$ cat config.mk
export PLATFORM = sky130hd
export DESIGN_NAME = d0_wr_arbiter
export DESIGN_NICKNAME = d
export VERILOG_FILES = /design/src/rtl/d0_wr_arbiter.sv
export SDC_FILE = /design/constraint.sdc
export NUM_CORES = 1
export LEC_CHECK = 0
export CORE_MARGIN = 3
export CORE_UTILIZATION = 38
export CTS_CLUSTER_DIAMETER = 30
export DETAILED_ROUTE_END_ITERATION = 10
export PLACE_DENSITY = 0.78
export SLEW_MARGIN = 30
export SYNTH_ARGS = -nofsm -noshare
export SYNTH_HDL_FRONTEND = slang
export SYNTH_SLANG_ARGS = --single-unit
$ cat constraint.sdc
create_clock -name clk -period 2.5 [get_ports clk]
set_input_delay 0.75 -clock clk [delete_from_list [all_inputs] [get_ports clk]]
set_output_delay 0.75 -clock clk [all_outputs]
set_load 0.005 [all_outputs]
$ cat src/rtl/d0_wr_arbiter.sv
// Round-robin arbiter for the single write port of the D0 register.
// Optional hold-grant locking is compiled in with the D0_ARB_LOCK_EN macro.
module d0_wr_arbiter #(
  parameter int NUM_REQ  = 4,
  parameter int DW       = 8,
  parameter int LOCK_MAX = 4
) (
  input  logic                  clk,
  input  logic                  rst,
  input  logic [NUM_REQ-1:0]    req,
  input  logic [NUM_REQ*DW-1:0] req_data,
  input  logic                  d0_stall,
`ifdef D0_ARB_LOCK_EN
  input  logic [NUM_REQ-1:0]    req_lock,
`endif
  output logic [NUM_REQ-1:0]    gnt,
  output logic                  d0_we,
  output logic [DW-1:0]         d0_wdata,
  output logic                  busy
);

  localparam int PW = (NUM_REQ > 1) ? $clog2(NUM_REQ) : 1;

  logic [NUM_REQ-1:0] elig;
  logic [NUM_REQ-1:0] gnt_next;
  logic [PW-1:0]      rr_ptr_reg;
  logic [PW-1:0]      rr_ptr_next;
  logic [PW-1:0]      sel_idx;
  logic [PW-1:0]      cand;
  logic               sel_valid;
  logic               lock_hold;
  logic [DW-1:0]      wdata_next;
  logic               busy_next;
  int                 cand_int;

  // The requester granted last cycle sits out this arbitration.
  genvar gi;
  generate
    for (gi = 0; gi < NUM_REQ; gi++) begin : g_elig
      assign elig[gi] = req[gi] & ~gnt[gi];
    end
  endgenerate

`ifdef D0_ARB_LOCK_EN
  localparam int LCW = (LOCK_MAX > 1) ? $clog2(LOCK_MAX + 1) : 1;
  logic [LCW-1:0] lock_cnt_reg;

  // A locked requester keeps the port until it has had LOCK_MAX grants in a row.
  assign lock_hold = (|(gnt & req & req_lock)) && (lock_cnt_reg < LCW'(LOCK_MAX - 1));

  always_ff @(posedge clk or posedge rst) begin
    if (rst) begin
      lock_cnt_reg <= '0;
    end else if (lock_hold && !d0_stall) begin
      lock_cnt_reg <= lock_cnt_reg + 1'b1;
    end else begin
      lock_cnt_reg <= '0;
    end
  end
`else
  assign lock_hold = 1'b0;
`endif

  // First eligible index scanning upward from rr_ptr with wrap.
  always_comb begin
    sel_valid = 1'b0;
    sel_idx   = '0;
    cand_int  = 0;
    cand      = '0;
    for (int k = 0; k < NUM_REQ; k++) begin
      cand_int = int'(rr_ptr_reg) + k;
      if (cand_int >= NUM_REQ) begin
        cand_int = cand_int - NUM_REQ;
      end
      cand = PW'(cand_int);
      if (!sel_valid && elig[cand]) begin
        sel_valid = 1'b1;
        sel_idx   = cand;
      end
    end
  end

  always_comb begin
    gnt_next    = '0;
    rr_ptr_next = rr_ptr_reg;
    if (!d0_stall) begin
      if (lock_hold) begin
        gnt_next = gnt;
      end else if (sel_valid) begin
        gnt_next[sel_idx] = 1'b1;
        rr_ptr_next = (sel_idx == PW'(NUM_REQ - 1)) ? '0 : sel_idx + 1'b1;
      end
    end
  end

  always_comb begin
    wdata_next = '0;
    for (int k = 0; k < NUM_REQ; k++) begin
      if (gnt_next[k]) begin
        wdata_next = wdata_next | req_data[k*DW +: DW];
      end
    end
  end

  assign busy_next = |(req & ~gnt_next);

  always_ff @(posedge clk or posedge rst) begin
    if (rst) begin
      gnt        <= '0;
      d0_we      <= 1'b0;
      d0_wdata   <= '0;
      busy       <= 1'b0;
      rr_ptr_reg <= '0;
    end else begin
      gnt        <= gnt_next;
      d0_we      <= |gnt_next;
      busy       <= busy_next;
      rr_ptr_reg <= rr_ptr_next;
      if (|gnt_next) begin
        d0_wdata <= wdata_next;
      end
    end
  end

endmodule

==> results.md, run 1 <==
- Outcome: finished, final reports clean
- RePlAce Congestion: 0.842
- Root buffer cell: clkbuf_4
- Cell area after synthesis: 990 um2
- Max-slew headroom: 59.1%
- Hold WS: 0.502 ns
- Final nets: 202
- Met2 usage: 36.7%
- Pin count of the biggest net entering global routing: 17
- Worst-path maximum fanout: 4
- M1 GR Usage: 25.1%
- GRT Max-Usage Layer: met2
- Crit path launch type: primary input
- Vias per cell: 5.68
- Final Instance Area: 1820 um2
- Area of the die: 3250 um2
- DP Area: 1640 um2
- Std-Cell Rows: 17
- CP Data Required Time: 2.70 ns
- Synth warn: 0
- Critical Path Sink Type: flop
- Non-Filler Instances: 186
- Reg2Reg Setup Slack: 0.40 ns
- WP data arrival: 2.66 ns
- Layout cell share with drive strength beyond 1: 31.6%
- DR WL/cell: 17.8 um
- Static leakage: 0.775 nW
- Total Routing Usage GR: 21.2%
- Worst Hold Class: flop to flop
- # placed instances: 178
- Clk slew on worst S/H paths: 0.09 ns
- Distinct cell type count after synthesis: 27
- # diodes: 0
- Vias: 1056
- IO Count: 53
- Core ar.: 2340 um2
- Maximum VDD drop: 0.655 mV
- Max-cap violations: 0
- CTS Buffer Depth: 2
- Port bufs: 52
- Die Y: 57.0 um
- Sequential share of the synthesized area: 40.5%
- Number of flip-flops in the largest register: 8
- Die W: 57.0 um
- Critical path class: primary input to flop
- Peak Freq: 408 MHz
- Final wirelength: 3320 um
- Cell area power density: 1070 nW/um2
- Clk_lat worst skew: 0.28 ns
- Post-DP HPWL: 2290 um
- CTS tree: yes
- Post-DRT Antenna Nets: 0
- DRT Pass-1 Iters: 4
- Clock skew: 0.00485 ns
- CTS H-tree depth: 1
- Final Slew Violations: 0
- Finished Core Util: 77.8%
- Cells after Synth: 88
- Drt drc: 0
- Met3 GRT Util: 6.11%
- Initial Util: 42.3%
- Iteration-0 DRC Markers: 45
- Layout overhead on the synthesized area: 83.9%
- Post-layout min period: 2.45 ns
- Antenna violations before repair: 0
- Number of global-route vias before repair: 1214
- CTS sink cnt: 16
- Syn Area/Cell: 11.2 um2
- Slew @ Worst Pin: 0.613 ns
- Grt total ovfl: 0
- CTS Hold Bufs: 0
- Setup violations, final: 0
- #FFs+latches synth: 16
- TritonCTS Buffers: 3
- Final Cycle Share: 98.1%
- First-pass GRT wire length: 5440 um
- Syn nets: 131
- Final Hold Viols: 0
- Filler Cell Count: 154
## cell families (layout without fill, tap and decap cells)
family          count (synthesis)  after routing  synth area share [%]
compound gates                 41             41                  38.8
buf+inv                         8             78                  3.41
fa+ha+maj                       4              4                  5.06
simple gates                   19             19                  12.3
flops                          16             16                  40.5
## synthesized netlist by cell type, drive strengths merged
master   count  share of area (%)
o221ai       1               0.89
nand2b       2                1.3
a22o         8                7.1
dfrtp       16                 40
o21ai        4                2.0
nor2b        2                2.8
o41a         1                2.1
a221oi       8                7.1
and2b        2                1.9
clkbuf       3                1.1
o41ai        2                5.6
nor2         4                1.5
nand2        5                1.9
and2         4                2.9
o2bb2ai      8                7.1
a21o         1               0.76
a21boi       3                2.3
ha           4                5.1
a21oi        1               0.51
inv          4                1.5
o22ai        2                1.3
o22a         1                1.0
a2111o       1                1.1
buf          1               0.76
## routing by layer
| layer | part of all wire, % | up-vias |
|---|---|---|
| met5 | 0 | - |
| met4 | 1.0 | 0 |
| met3 | 8.7 | 4 |
| met2 | 51 | 55 |
| met1 | 39 | 509 |
| li1 | - | 488 |
## power breakdown
part / internal (mW) / switching [mW]
combinational: 0.747 / 0.560
clock: 0.0886 / 0.0813
sequential: 0.371 / 0.104
## worst max-delay path, cell delays in order
cell and delay, ns:
clkdlybuf4s50_1 0.48, nor2b_4 0.19, o221ai_2 0.11, o21ai_2 0.12, nand2_2 0.13, ha_4 0.20
o41ai_4 0.35, buf_4 0.20, o2bb2ai_1 0.12
## layout make-up
cell class,count,area (um2),area share (%)
clock buffers,4,36.3,1.99
repair buffers,70,676,37.1
flip-flops and latches,16,400,22.0
multi-input cells,64,658,36.2
inverters,4,15.0,0.825
well taps,28,35.0,1.92
## path summary, 6_finish.rpt
kind                                                 to  cells after the start                    start
worst max-delay path            d0_wdata[4]$_DFFE_PP0P_                      9                   req[3]
worst min-delay path            d0_wdata[0]$_DFFE_PP0P_                      1  d0_wdata[0]$_DFFE_PP0P_
worst max register to register  d0_wdata[4]$_DFFE_PP0P_                      8         gnt[2]$_DFF_PP0_
worst min register to register  d0_wdata[0]$_DFFE_PP0P_                      1  d0_wdata[0]$_DFFE_PP0P_
max in group asynchronous              gnt[0]$_DFF_PP0_                      2                      rst
min in group asynchronous       d0_wdata[3]$_DFFE_PP0P_                      2                      rst
## stage by stage
step                      setup WS [ns]  power [mW]  setup TNS [ns]
final                            0.0468        1.95               0
after global routing            -0.0181        2.08         -0.0360
after CTS                      0.000341        1.84               0
after detailed placement         -0.542        1.52           -5.52
after global placement           -0.475        1.50           -4.82
after floorplan                  0.0134        1.01               0
## cells in the final DEF (no fill, tap or decap), types with 2 or more instances in the layout
master	n
o41ai_4	2
buf_4	15
inv_1	4
nor2b_4	2
a22o_1	8
buf_6	2
nand2b_1	2
o21ai_2	2
nor2_1	3
o2bb2ai_1	8
a221oi_2	5
and2_2	3
ha_4	3
a221oi_1	3
clkdlybuf4s50_1	49
clkbuf_4	3
dlygate4sd2_1	2
a21boi_1	3
nand2_1	4
dfrtp_1	16
## what timing repair did
action | 4_1_cts | 5_1_grt
hold endpoints to repair | 0 | 0
setup buffers | 2 | 1
gates resized for setup | 21 | 7
pin swaps | 4 | 4
setup endpoints to repair | 10 | 10
gates cloned | 1 | 0
Note: power is estimated with default switching activity, not from simulation.
==> run 2: changes to the inputs <==
Settings changed: GPL_TIMING_DRIVEN from default to 0.
==> run 2 against run 1 <==
Net effect: sequential share of layout area shrank 0.70 points; non-clock buffer count grew 1; first-iteration DRC count shrank 38%; cell count grew 0.54%; sequential power shrank 1%; highest routed layer unchanged; critical endpoint is now busy$_DFF_PP0_; clock-buffer cell count is the same; cell area grew 3.3%; global-route usage grew 2.2 points; core utilization grew 2.6 points; wire length grew 5.5%; critical path depth grew 1; register-to-register slack lost 0.09 ns.
==> results.md, run 2 (same netlist as run 1, synthesis figures left out) <==
- Std-Cell Rows: 17 (unchanged)
- Initial Util: 42.3% (unchanged)
- Crit path launch type: primary input
- WP data arrival: 2.56 ns (-0.10 ns)
- Most common cell after layout, fill and taps aside: clkdlybuf4s50_1
- Critical Path, Cell by Cell: dlygate4sd2_1 > nor2b_4 > o221ai_2 > o21ai_2 > buf_4 > and2_4 > ha_4 > clkbuf_16 > a21boi_1 > a2111o_1
- Pin count of the biggest net entering global routing: 17 (unchanged)
- CTS Buffer Depth: 2 (unchanged)
- Peak Freq: 420 MHz (+2.9%)
- Clk slew on worst S/H paths: 0.09 ns (about the same)
- Combinational power share: 69.9% (+2.9 points)
- Antenna violations before repair: 0 (unchanged)
- Critical Path Sink Type: flop
- Sw frac: 38.6% (+0.44 points)
- IO Count: 53 (unchanged)
- TritonCTS Buffers: 3 (unchanged)
- Die Y: 57.0 um (unchanged)
- Static leakage: 0.790 nW (+1.9%)
- Switching power: 0.823 mW (+10%)
- Port bufs: 52 (unchanged)
- DP Area: 1550 um2 (-5.9%)
- Iteration-0 DRC Markers: 28 (-38%)
- Layout overhead on the synthesized area: 90.0%
- # diodes: 0 (unchanged)
- Vias per cell: 5.73 (+0.97%)
- Core ar.: 2340 um2 (unchanged)
- Setup violations, final: 0 (unchanged)
- DRT Pass-1 Iters: 4 (unchanged)
- Max-slew headroom: 52.7% (-6.4 points)
- CP max stage cell: a2111o_1
- Sum of buffers and inverters on the critical path: 3 (+1)
- Non-Filler Instances: 187 (+0.54%)
- Slew @ Worst Pin: 0.708 ns (+0.0948 ns)
- Drt drc: 0 (unchanged)
- Final Slew Violations: 0 (unchanged)
- Post-DRT Antenna Nets: 0 (unchanged)
- Min-delay src: d0_wdata[4]$_DFFE_PP0P_
- Final Instance Area: 1880 um2 (+3.3%)
- CTS sink cnt: 16 (unchanged)
- Layout cell share with drive strength beyond 1: 34.6% (+2.9 points)
- Post-DP HPWL: 2190 um (-4.2%)
- Critical path class: primary input to flop
- Maximum VDD drop: 0.713 mV (+8.8%)
- Internal power: 1.31 mW (+8.5%)
- First-pass GRT wire length: 5880 um (+8.0%)
- Cell family with most CP delay: compound AO/OA/AOI/OAI gates
- RePlAce Congestion: 0.804 (-4.5%)
- Outcome: finished, final reports clean
- Vias: 1072 (+1.5%)
- DR WL/cell: 18.7 um (+4.9%)
- Worst-path maximum fanout: 10 (+6)
- Worst r2r src: gnt[0]$_DFF_PP0_
- Die W: 57.0 um (unchanged)
- CTS Hold Bufs: 0 (unchanged)
- Number of global-route vias before repair: 1220 (+0.49%)
- # placed instances: 168 (-5.6%)
- Final nets: 203 (+0.50%)
- Cell area power density: 1130 nW/um2 (+5.8%)
- CTS H-tree depth: 1 (unchanged)
- Slowest stage delay, CP: 0.38 ns (-0.10 ns)
- Final wirelength: 3500 um (+5.5%)
- Reg power frac: 22.0% (-2.3 points)
- Area of the die: 3250 um2 (unchanged)
- Clock skew: 0.00114 ns (-0.00372 ns)
- Total Routing Usage GR: 23.5% (+2.2 points)
- Final Cycle Share: 95.3% (-2.8 points)
- Max-cap violations: 0 (unchanged)
- Commonest non-fill, non-tap cells in the layout: clkdlybuf4s50_1 (48), dfrtp_1 (16), buf_4 (12), a22o_1 (8)
- Root buffer cell: clkbuf_4
- Grt total ovfl: 0 (unchanged)
- CP Data Required Time: 2.67 ns (-0.03 ns)
- CTS tree: yes
- Post-layout min period: 2.38 ns (-0.0699 ns)
- Worst Hold Class: flop to flop
- Clock power share: 8.1% (-0.6 points)
- Clk_lat worst skew: 0.28 ns (about the same)
- Number of flip-flops in the largest register: 8 (unchanged)
- Final Hold Viols: 0 (unchanged)
- Critical path origin: req[3]
run 2: changes by cell type in the layout (fill, tap and decap cells not counted), sizes merged:
cell / previous run / this run
dlymetal6s2s: 1 / 0
buf: 18 / 17
dlygate4sd2: 2 / 1
clkdlybuf4s15: 0 / 2
clkdlybuf4s50: 49 / 48
clkbuf: 4 / 7
run 2: per-stage QoR:
step / setup slack [ns] / util [%] / setup TNS (ns) / power [mW] / hold slack [ns]
3_5_place_dp: -0.855 / 66.1 / -10.03 / 1.41 / 0.482
6_report: 0.117 / 80.4 / 0 / 2.13 / 0.508
5_1_grt: -0.00770 / 80.4 / -0.00770 / 2.27 / 0.519
3_3_place_gp: -0.728 / 66.1 / -8.07 / 1.38 / 0.471
4_1_cts: 0.00250 / 79.4 / 0 / 2.03 / 0.508
2_1_floorplan: 0.0134 / - / 0 / 1.01 / 0.479
run 2: area by class of cell:
class | instances | area (um2)
tap | 28 | 35.0
timing repair buffer | 67 | 638
clock buffer | 4 | 36.3
inverter | 4 | 15.0
buffer | 4 | 65.1
sequential | 16 | 400
multi-input combinational | 64 | 691
fill | 150 | 459
run 2: metal layers:
metal	vias up	wire [um]	part of all wire [%]	global-route usage [%]
li1	492	-	-	-
met1	510	1350	39	25.2
met2	63	1700	49	40.3
met3	7	389	11	8.37
met4	0	53	1.5	12.3
met5	-	0	0	0
run 2: power groups by stage:
| stage | Clock, mW | Combinational (mW) | Sequential, mW |
|---|---|---|---|
| after floorplan | 0 | 0.560 | 0.452 |
| after global placement | 0 | 0.926 | 0.451 |
| after detailed placement | 0 | 0.961 | 0.452 |
| after CTS | 0.171 | 1.40 | 0.464 |
| after global routing | 0.185 | 1.60 | 0.485 |
| final | 0.172 | 1.49 | 0.470 |
run 2: timing repair:
action,CTS,global route
pin swaps,12,8
gates resized for setup,46,5
gates cloned,1,0
endpoints found under the setup margin,13,10
endpoints found under the hold margin,0,0
buffers inserted,11,3
run 2: final timing paths:
path	end	slack [ns]	cells after the start
setup / recovery	busy$_DFF_PP0_	0.12	10
hold / removal	d0_wdata[4]$_DFFE_PP0P_	0.51	1
min in group asynchronous	d0_we$_DFF_PP0_	0.85	2
max in group asynchronous	rr_ptr_reg[0]$_DFFE_PP0P_	1.25	2
setup reg to reg	d0_wdata[0]$_DFFE_PP0P_	0.31	10
hold reg to reg	d0_wdata[4]$_DFFE_PP0P_	0.51	1
==> run 3: changes to the inputs <==
Settings changed: CORE_UTILIZATION 38 to 41, PLACE_DENSITY 0.78 to 0.84, REMOVE_ABC_BUFFERS from default to 1, SLEW_MARGIN 30 to 20.
Clock period 2.5 ns to 3 ns, I/O delays scaled along.
==> run 3 against run 2 <==
Net effect: sequential cell count unchanged; clock skew grew 0.0061 ns; clock power decreased by 17%; critical path type unchanged.
==> results.md, run 3 (same netlist as run 1, synthesis figures left out) <==
- Critical Path Sink Type: flop
- Most common cell after layout, fill and taps aside: clkdlybuf4s50_1
- Port bufs: 52 (unchanged)
- Vias: 990 (-7.6%)
- TritonCTS Buffers: 3 (unchanged)
- Outcome: finished, final reports clean
- Area of the die: 3040 um2 (-6.6%)
- Commonest non-fill, non-tap cells in the layout: clkdlybuf4s50_1 (52), dfrtp_1 (16), a22o_1 (8), a221oi_1 (8), o2bb2ai_1 (8)
- Post-layout min period: 2.85 ns
- Sum of buffers and inverters on the critical path: 2 (-1)
- Max-slew headroom: 53.4% (+0.73 points)
- Std-Cell Rows: 17 (unchanged)
- Grt total ovfl: 0 (unchanged)
- Root buffer cell: clkbuf_4
- CTS sink cnt: 16 (unchanged)
- Final Slew Violations: 0 (unchanged)
- Hold WS: 0.501 ns (-0.00790 ns)
- Number of global-route vias before repair: 1012 (-17%)
- RSZ-0062 raised after global routing: false
- Vias per cell: 5.79 (+0.99%)
- Static leakage: 0.662 nW (-16%)
- Drt drc: 0 (unchanged)
- Cell area power density: 836 nW/um2 (-26%)
- Post-DP HPWL: 2170 um (-1.1%)
- Peak Freq: 351 MHz
- Filler Cell Count: 181 (+21%)
- Final nets: 187 (-7.9%)
- Crit path launch type: primary input
- Iteration-0 DRC Markers: 13 (-54%)
- CP Data Required Time: 3.21 ns (+0.54 ns)
- Die W: 55.1 um (-3.3%)
- # diodes: 0 (unchanged)
- Die Y: 55.1 um (-3.3%)
- Number of flip-flops in the largest register: 8 (unchanged)
- WP data arrival: 3.06 ns (+0.50 ns)
- DR WL/cell: 16.7 um (-11%)
- Antenna violations before repair: 0 (unchanged)
- CTS Buffer Depth: 2 (unchanged)
- Max-cap violations: 0 (unchanged)
- DRT Pass-1 Iters: 4 (unchanged)
- First-pass GRT wire length: 4510 um (-23%)
- Critical path class: primary input to flop
- Cell family with most CP delay: compound AO/OA/AOI/OAI gates
- Total Routing Usage GR: 21.2% (-2.3 points)
- Finished Core Util: 70.9% (-9.5 points)
- Final wirelength: 2850 um (-18%)
- CP max stage cell: clkdlybuf4s50_1
- Post-DRT Antenna Nets: 0 (unchanged)
- CTS Hold Bufs: 0 (unchanged)
- Critical Path, Cell by Cell: clkdlybuf4s50_1 > and2b_2 > a21o_1 > a21oi_1 > o22ai_1 > ha_2 > o41ai_4 > buf_6 > o2bb2ai_1
- Core ar.: 2250 um2 (-3.6%)
- Final Cycle Share: 95.0%
- Clk slew on worst S/H paths: 0.09 ns (about the same)
- Layout cell share with drive strength beyond 1: 15.4% (-19 points)
- Setup violations, final: 0 (unchanged)
- Clk_lat worst skew: 0.29 ns (about the same)
- RePlAce Congestion: 0.685 (-15%)
- CTS tree: yes
- Initial Util: 43.9% (+1.6 points)
- Slew @ Worst Pin: 0.697 ns (-0.0110 ns)
- CTS H-tree depth: 1 (unchanged)
- Slowest stage delay, CP: 0.45 ns (+0.07 ns)
- Worst-path maximum fanout: 11 (+1)
- Worst Hold Class: flop to flop
- Final Hold Viols: 0 (unchanged)
- Clock skew: 0.00728 ns (+0.00614 ns)
- Pin count of the biggest net entering global routing: 17 (unchanged)
- IO Count: 53 (unchanged)
- Layout overhead on the synthesized area: 61.6%
- Maximum VDD drop: 0.477 mV (-33%)
[run 3: cell types whose count changed in the layout (fill, tap and decap cells not counted), sizes merged]
cell / delta
buf: -14
clkbuf: -3
clkdlybuf4s15: -2
clkdlybuf4s50: +4
dlygate4sd2: -1
[run 3: layer usage]
| layer | vias to the layer above | share of wire [%] | global-route usage (%) |
|---|---|---|---|
| met5 | - | 0 | 0 |
| met2 | 52 | 49 | 35.8 |
| met4 | 0 | 0.74 | 8.50 |
| li1 | 457 | - | - |
| met3 | 2 | 8.8 | 4.56 |
| met1 | 479 | 41 | 26.1 |
[run 3: worst paths after layout]
path	startpoint	to	slack, ns	cells past startpoint
setup / recovery	req[0]	d0_wdata[5]$_DFFE_PP0P_	0.15	9
hold / removal	d0_wdata[5]$_DFFE_PP0P_	d0_wdata[5]$_DFFE_PP0P_	0.50	1
setup reg to reg	gnt[0]$_DFF_PP0_	d0_wdata[5]$_DFFE_PP0P_	0.83	8
hold reg to reg	d0_wdata[5]$_DFFE_PP0P_	d0_wdata[5]$_DFFE_PP0P_	0.50	1
max in group asynchronous	rst	d0_wdata[4]$_DFFE_PP0P_	1.61	2
min in group asynchronous	rst	d0_wdata[0]$_DFFE_PP0P_	0.99	2
[run 3: per-stage QoR]
stage               total power [mW]  worst slack [ns]  TNS, ns  area (um2)  std cells
global route                    1.44            0.0141        0        1600        171
detailed placement              1.14            -0.461    -4.38        1530        164
global placement                1.12            -0.392    -3.78        1530        164
finish                          1.34             0.150        0        1600        171
floorplan                      0.825             0.390        0         971         84
CTS                             1.32           0.00703        0        1580        170
[run 3: power by group]
part | internal [mW] | total [mW] | switching (mW) | leakage [nW]
combinational | 0.452 | 0.814 | 0.363 | 0.445
sequential | 0.310 | 0.379 | 0.0692 | 0.197
clock | 0.0739 | 0.143 | 0.0695 | 0.0210
[run 3: what timing repair did]
item,in CTS,in global routing
setup buffers,2,1
pin swaps,1,0
setup endpoints to repair,10,10
gates resized for setup,2,4
[run 3: area by class of cell]
cell class	instances	area (um2)	share of cell area [%]
clock buffers	4	36.3	2.27
inverters	4	15.0	0.939
multi-input cells	64	566	35.4
flip-flops and latches	16	400	25.0
well taps	28	35.0	2.19
repair buffers	55	547	34.2
